### config.mk
export PLATFORM = sky130hd
export DESIGN_NAME = fetch_unit
export DESIGN_NICKNAME = d
export VERILOG_FILES = /design/src/rtl/fetch_unit_pkg.sv /design/src/rtl/fetch_buffer.sv /design/src/rtl/fetch_unit.sv
export SDC_FILE = /design/constraint.sdc
export NUM_CORES = 1
export LEC_CHECK = 0
export ABC_AREA = 1
export CAP_MARGIN = 30
export CORE_ASPECT_RATIO = 1.2
export CORE_MARGIN = 5
export CORE_UTILIZATION = 57
export CTS_CLUSTER_DIAMETER = 40
export DETAILED_ROUTE_END_ITERATION = 8
export GPL_ROUTABILITY_DRIVEN = 0
export PLACE_DENSITY_LB_ADDON = 0.2
export SLEW_MARGIN = 5
export SYNTH_ARGS = -nofsm -noshare
export SYNTH_HDL_FRONTEND = slang
export SYNTH_SLANG_ARGS = --single-unit
### constraint.sdc
create_clock -name clk -period 15.45 [get_ports clk]
set_clock_uncertainty 0.1 [all_clocks]
set_input_delay 4.635 -clock clk [delete_from_list [all_inputs] [get_ports clk]]
set_output_delay 4.635 -clock clk [all_outputs]
set_load 0.1 [all_outputs]
### src/rtl/fetch_unit_pkg.sv
// Shared types and constants for the instruction fetch stage.
// Field positions describe the decoded instruction word layout.
package fetch_unit_pkg;

    localparam int ADDR_W = 32;
    localparam logic [31:0] RESET_PC = 32'h0000_0000;

    localparam int OP_LSB    = 26;
    localparam int FUNCT_LSB = 20;
    localparam int RD_LSB    = 12;

    typedef enum logic {
        FETCH = 1'b0,
        DRAIN = 1'b1
    } fetch_state_e;

    function automatic logic [31:0] sat_inc(
        input logic [31:0] v
    );
        return (v == '1) ? v : v + 32'd1;
    endfunction

endpackage

### src/rtl/fetch_buffer.sv
// Small synchronous FIFO holding {instr, pc} between memory and decode.
// Flush empties it in one cycle; head is visible with no added latency.
module fetch_buffer #(
    parameter  int DEPTH = 2,
    parameter  int WIDTH = 64,
    localparam int CNT_W = $clog2(DEPTH + 1),
    localparam int PTR_W = (DEPTH > 1) ? $clog2(DEPTH) : 1
) (
    input  logic             clk,
    input  logic             reset,
    input  logic             flush,
    input  logic             push,
    input  logic [WIDTH-1:0] push_data,
    input  logic             pop,
    output logic [WIDTH-1:0] head,
    output logic [CNT_W-1:0] count,
    output logic             empty
);

    logic [WIDTH-1:0] mem [DEPTH];
    logic [PTR_W-1:0] rd_ptr;
    logic [PTR_W-1:0] wr_ptr;

    function automatic logic [PTR_W-1:0] nxt(
        input logic [PTR_W-1:0] p
    );
        return (p == PTR_W'(DEPTH - 1)) ? '0 : p + PTR_W'(1);
    endfunction

    always_ff @(posedge clk) begin
        if (push && !flush) begin
            mem[wr_ptr] <= push_data;
        end
    end

    always_ff @(posedge clk) begin
        if (reset || flush) begin
            rd_ptr <= '0;
            wr_ptr <= '0;
            count  <= '0;
        end else begin
            if (push) begin
                wr_ptr <= nxt(wr_ptr);
            end
            if (pop) begin
                rd_ptr <= nxt(rd_ptr);
            end
            case ({push, pop})
                2'b10:   count <= count + CNT_W'(1);
                2'b01:   count <= count - CNT_W'(1);
                default: count <= count;
            endcase
        end
    end

    assign head  = mem[rd_ptr];
    assign empty = (count == '0);

endmodule

### src/rtl/fetch_unit.sv
// Instruction fetch stage: credit-limited in-order fetch with redirect flush.
// Define FETCH_STATS_EN to add saturating fetch/drop/stall counters.
module fetch_unit
    import fetch_unit_pkg::*;
#(
    parameter int ADDR_W = fetch_unit_pkg::ADDR_W,
    parameter logic [ADDR_W-1:0] RESET_PC =
        ADDR_W'(fetch_unit_pkg::RESET_PC),
    parameter int BUF_DEPTH = 2
) (
    input  logic              clk,
    input  logic              reset,
    output logic              imem_req_valid,
    input  logic              imem_req_ready,
    output logic [ADDR_W-1:0] imem_req_addr,
    input  logic              imem_rsp_valid,
    input  logic [31:0]       imem_rsp_data,
    output logic              dec_valid,
    input  logic              dec_ready,
    output logic [31:0]       dec_instr,
    output logic [ADDR_W-1:0] dec_pc,
    output logic [ADDR_W-1:0] dec_pc_plus8,
    input  logic              redirect_valid,
    input  logic [ADDR_W-1:0] redirect_pc
`ifdef FETCH_STATS_EN
    ,
    output logic [31:0]       stat_fetched,
    output logic [31:0]       stat_dropped,
    output logic [31:0]       stat_stall
`endif
);

    localparam int CNT_W = $clog2(BUF_DEPTH + 1);

    fetch_state_e      state;
    logic [ADDR_W-1:0] fetch_pc;
    logic [ADDR_W-1:0] resp_pc;
    logic [ADDR_W-1:0] redirect_tgt;
    logic [CNT_W-1:0]  inflight;
    logic [CNT_W-1:0]  inflight_next;
    logic [CNT_W-1:0]  drop_cnt;
    logic [CNT_W-1:0]  buf_count;
    logic [CNT_W:0]    credit_sum;
    logic              req_fire;
    logic              rsp_drop;
    logic              buf_push;
    logic              buf_pop;
    logic              buf_empty;
    logic [31:0]       head_instr;
    logic [ADDR_W-1:0] head_pc;
    logic [1:0]        unused_pc_lsb;

    assign unused_pc_lsb = redirect_pc[1:0];
    assign redirect_tgt  = {redirect_pc[ADDR_W-1:2], 2'b00};

    // Words in flight count against buffer space so a push never overflows.
    assign credit_sum = {1'b0, inflight} + {1'b0, buf_count};
    assign imem_req_valid =
        !reset && (credit_sum < (CNT_W + 1)'(BUF_DEPTH));
    assign imem_req_addr = fetch_pc;
    assign req_fire = imem_req_valid && imem_req_ready;

    assign rsp_drop = imem_rsp_valid &&
        (redirect_valid || state == DRAIN);
    assign buf_push = imem_rsp_valid && !rsp_drop;
    assign buf_pop  = dec_valid && dec_ready && !redirect_valid;

    always_comb begin
        inflight_next = inflight;
        case ({req_fire, imem_rsp_valid})
            2'b10:   inflight_next = inflight + CNT_W'(1);
            2'b01:   inflight_next = inflight - CNT_W'(1);
            default: inflight_next = inflight;
        endcase
    end

    always_ff @(posedge clk) begin
        if (reset) begin
            state    <= FETCH;
            fetch_pc <= RESET_PC;
            resp_pc  <= RESET_PC;
            inflight <= '0;
            drop_cnt <= '0;
        end else begin
            inflight <= inflight_next;
            if (redirect_valid) begin
                fetch_pc <= redirect_tgt;
                resp_pc  <= redirect_tgt;
                drop_cnt <= inflight_next;
                state    <= (inflight_next != '0) ? DRAIN : FETCH;
            end else begin
                if (req_fire) begin
                    fetch_pc <= fetch_pc + ADDR_W'(4);
                end
                if (buf_push) begin
                    resp_pc <= resp_pc + ADDR_W'(4);
                end
                if (rsp_drop) begin
                    drop_cnt <= drop_cnt - CNT_W'(1);
                    if (drop_cnt == CNT_W'(1)) begin
                        state <= FETCH;
                    end
                end
            end
        end
    end

    fetch_buffer #(
        .DEPTH (BUF_DEPTH),
        .WIDTH (32 + ADDR_W)
    ) u_buf (
        .clk       (clk),
        .reset     (reset),
        .flush     (redirect_valid),
        .push      (buf_push),
        .push_data ({imem_rsp_data, resp_pc}),
        .pop       (buf_pop),
        .head      ({head_instr, head_pc}),
        .count     (buf_count),
        .empty     (buf_empty)
    );

    assign dec_valid    = !buf_empty;
    assign dec_instr    = dec_valid ? head_instr : '0;
    assign dec_pc       = dec_valid ? head_pc : '0;
    assign dec_pc_plus8 = dec_pc + ADDR_W'(8);

`ifdef FETCH_STATS_EN
    always_ff @(posedge clk) begin
        if (reset) begin
            stat_fetched <= '0;
            stat_dropped <= '0;
            stat_stall   <= '0;
        end else begin
            if (req_fire) begin
                stat_fetched <= sat_inc(stat_fetched);
            end
            if (rsp_drop) begin
                stat_dropped <= sat_inc(stat_dropped);
            end
            if (dec_valid && !dec_ready) begin
                stat_stall <= sat_inc(stat_stall);
            end
        end
    end
`endif

endmodule
==> results.py <==
metrics = {
    "outcome": {
        "status": "complete, no violations",
    },
    "finish": {
        "final_cell_mix": "nand2_1, clkdlybuf4s50_1, nor2_1",
        "final_area_um2": 12990,
        "antenna-diode-count": 0,
        "final_common_cell": "nand2_1",
        "utilization_pct": 71.99,
        "stdcell_count": 1769,
        "area_growth_pct": 24.91,
        "drive_above_1_share_pct": 4.854,
        "layout.nets": 1609,
    },
    "clocking": {
        "cts_buffer_depth": 2,
        "cts_made_buffers": 17,
        "cts_resized": 0,
        "h-tree-depth": 4,
        "cts-root-buf": "clkbuf_16",
        "clkTransAtPathRegs_ps": 70,
        "cts_sinks": 194,
        "cts_setup_buffers": 0,
        "cts_tree": "yes",
        "cts_hold_buf": 0,
        "clk_latency_ps": 440,
    },
    "timing": {
        "fin_crit_ps": 12060,
        "layout_setup_ws_ps": 3385,
        "rsz0062_at_grt": "no",
        "setup_tns_ps": 0,
        "relSlewSlack_pct": 30.81,
        "setup_viol": 0,
        "period_share_pct": 78.09,
        "hold_viol_final": 0,
        "drv_slew": 0,
        "fmax_mhz": 82.89,
        "worst_slew_pin_slew_ps": 1035,
        "hold_ws_ps": 380.5,
    },
    "floorplan": {
        "io-pin-count": 200,
        "die_w_um": 133.3,
        "die_y_um": 158.0,
        "dieArea_um2": 21050,
        "std_cell_rows": 54,
        "start_util_pct": 57.64,
        "core_um2": 18040,
    },
    "worst_setup_path": {
        "endpoint_kind": "output port",
        "path_max_fanout": 38,
        "crit_path_top_delay_cell": "clkdlybuf4s50_1",
        "worstSetupPathType": "in -> out",
        "required_ps": 10720,
        "crit_arrival_ps": 7330,
        "max_stage_delay_ps": 1150,
        "cp-start-kind": "primary input",
        "regToRegSetupSlack_ps": 12620,
        "cp_cell_sequence": "clkdlybuf4s50_1, buf_4, inv_1, nand3_1, inv_1, clkdlybuf4s50_1",
    },
    "global_routing": {
        "antenna_found_initial": 0,
        "grtUsageMet3_pct": 4.673,
        "grt_overflow": 0,
        "grt_pass1_wl_mm": 44.14,
        "top_usage_layer": "met2",
        "use_met2_pct": 46.27,
        "grt_max_degree": 70,
        "grt_pass1_vias": 9193,
        "track_usage_pct": 26.14,
        "met1_usage_pct": 31.45,
    },
    "power": {
        "max-vdd-ir-drop_uv": 68.05,
        "power_mw": 1.291,
        "leakage_nw": 5.167,
        "powerDensity_nw_per_um2": 99.43,
    },
    "hold_path": {
        "hp-class": "reg -> reg",
    },
    "routing": {
        "vias": 9662,
        "drt-total-wl_mm": 27.35,
        "ant_nets": 0,
        "drt-initial-drc-count": 681,
        "drc": 0,
        "wire_per_inst_um": 15.46,
        "post_drt_via_cell_ratio": 5.462,
        "first_pass_iters": 5,
    },
    "synth": {
        "synth_area_um2": 10400,
        "synth_cells": 1361,
        "synth_area_leaders": "edfxtp_1, nand2_1, dfxtp_1",
        "seq_area_frac_synth_pct": 49.29,
        "avgSynthCellArea_um2": 7.640,
        "yosysTopAreaCellShare_pct": 35.81,
        "synth_cell_type_count": 43,
        "async_flop_share_pct": 0,
        "synth_seq_cells": 194,
        "ys.warnings.count": 0,
        "synthFlopType": "edfxtp_1",
        "synth-edff-count": 124,
        "synth_top_cell_by_area": "edfxtp_1",
    },
    "placed_design": {
        "dpl_worst_slack_ps": 3375,
        "numPortBuffers": 191,
        "place_area_um2": 12420,
        "place_inst": 1737,
        "post-dp-hpwl_mm": 19.73,
    },
    "flow_run": {
        "drv_cap": 0,
    },
}
-- cell families (layout without fill, tap and decap cells) --
kind of cell             count (synthesis)  in the layout  synth area share [%]
AO/OA/AOI/OAI                          163            163                 8.508
XOR/XNOR                                26             26                 2.190
other                                    1              6               0.03607
AND/OR/NAND/NOR                        777            777                 31.13
adder cells (fa/ha/maj)                  7              7                0.9145
flip-flops                             194            194                 49.29
buffers and inverters                  193            372                 7.930
-- critical path, delay by kind of cell --
family	cells	cell delay (ps)
and+or+nand+nor	1	150
buffers and inverters	5	2530
-- final timing paths --
path | startpoint | to | cells after the start
worst max-delay path | reset | imem_req_valid | 6
worst min-delay path | u_buf.rd_ptr | flop | 2
worst max register to register | u_buf.count[0] | imem_req_addr[14] | 13
worst min register to register | u_buf.rd_ptr | flop | 2
-- registers in the layout, summed over array words and instances, names as in the netlist, 2 cells and up, named ones only --
signal,count
drop_cnt,2
imem_req_addr,30
inflight,2
resp_pc,30
u_buf.count,2
u_buf.mem,124
-- cells in the mapped netlist, types with 5 or more instances --
| cell | instances |
|---|---|
| a21oi_1 | 101 |
| a31oi_1 | 6 |
| buf_1 | 10 |
| buf_2 | 11 |
| buf_4 | 8 |
| buf_6 | 5 |
| clkbuf_1 | 17 |
| dfxtp_1 | 70 |
| edfxtp_1 | 124 |
| ha_1 | 6 |
| inv_1 | 136 |
| nand2_1 | 457 |
| nand3_1 | 104 |
| nand3b_1 | 11 |
| nand4_1 | 14 |
| nor2_1 | 157 |
| nor2_2 | 12 |
| nor3_1 | 5 |
| o21ai_0 | 31 |
| o22ai_1 | 6 |
| xnor2_1 | 6 |
| xor2_1 | 20 |
-- layer usage --
metal / vias to the layer above / routed length, um
met5: - / 0
met4: 0 / 915
met3: 65 / 1986
met2: 444 / 13540
met1: 4400 / 10910
li1: 4753 / -
-- where the power goes --
part	internal [mW]	switching [mW]	total, mW
clock	0.216	0.211	0.428
sequential	0.580	0.0246	0.604
combinational	0.0679	0.192	0.260
-- final cells by class --
| class | instances | area, um^2 |
|---|---|---|
| well taps | 224 | 280.3 |
| clock inverters | 14 | 141.4 |
| clock buffers | 18 | 429.2 |
| repair buffers | 199 | 1992 |
| fillers | 1431 | 5052 |
| multi-input cells | 979 | 4482 |
| inverters | 141 | 536.8 |
| flip-flops and latches | 194 | 5126 |
Note: power is estimated with default switching activity, not from simulation.
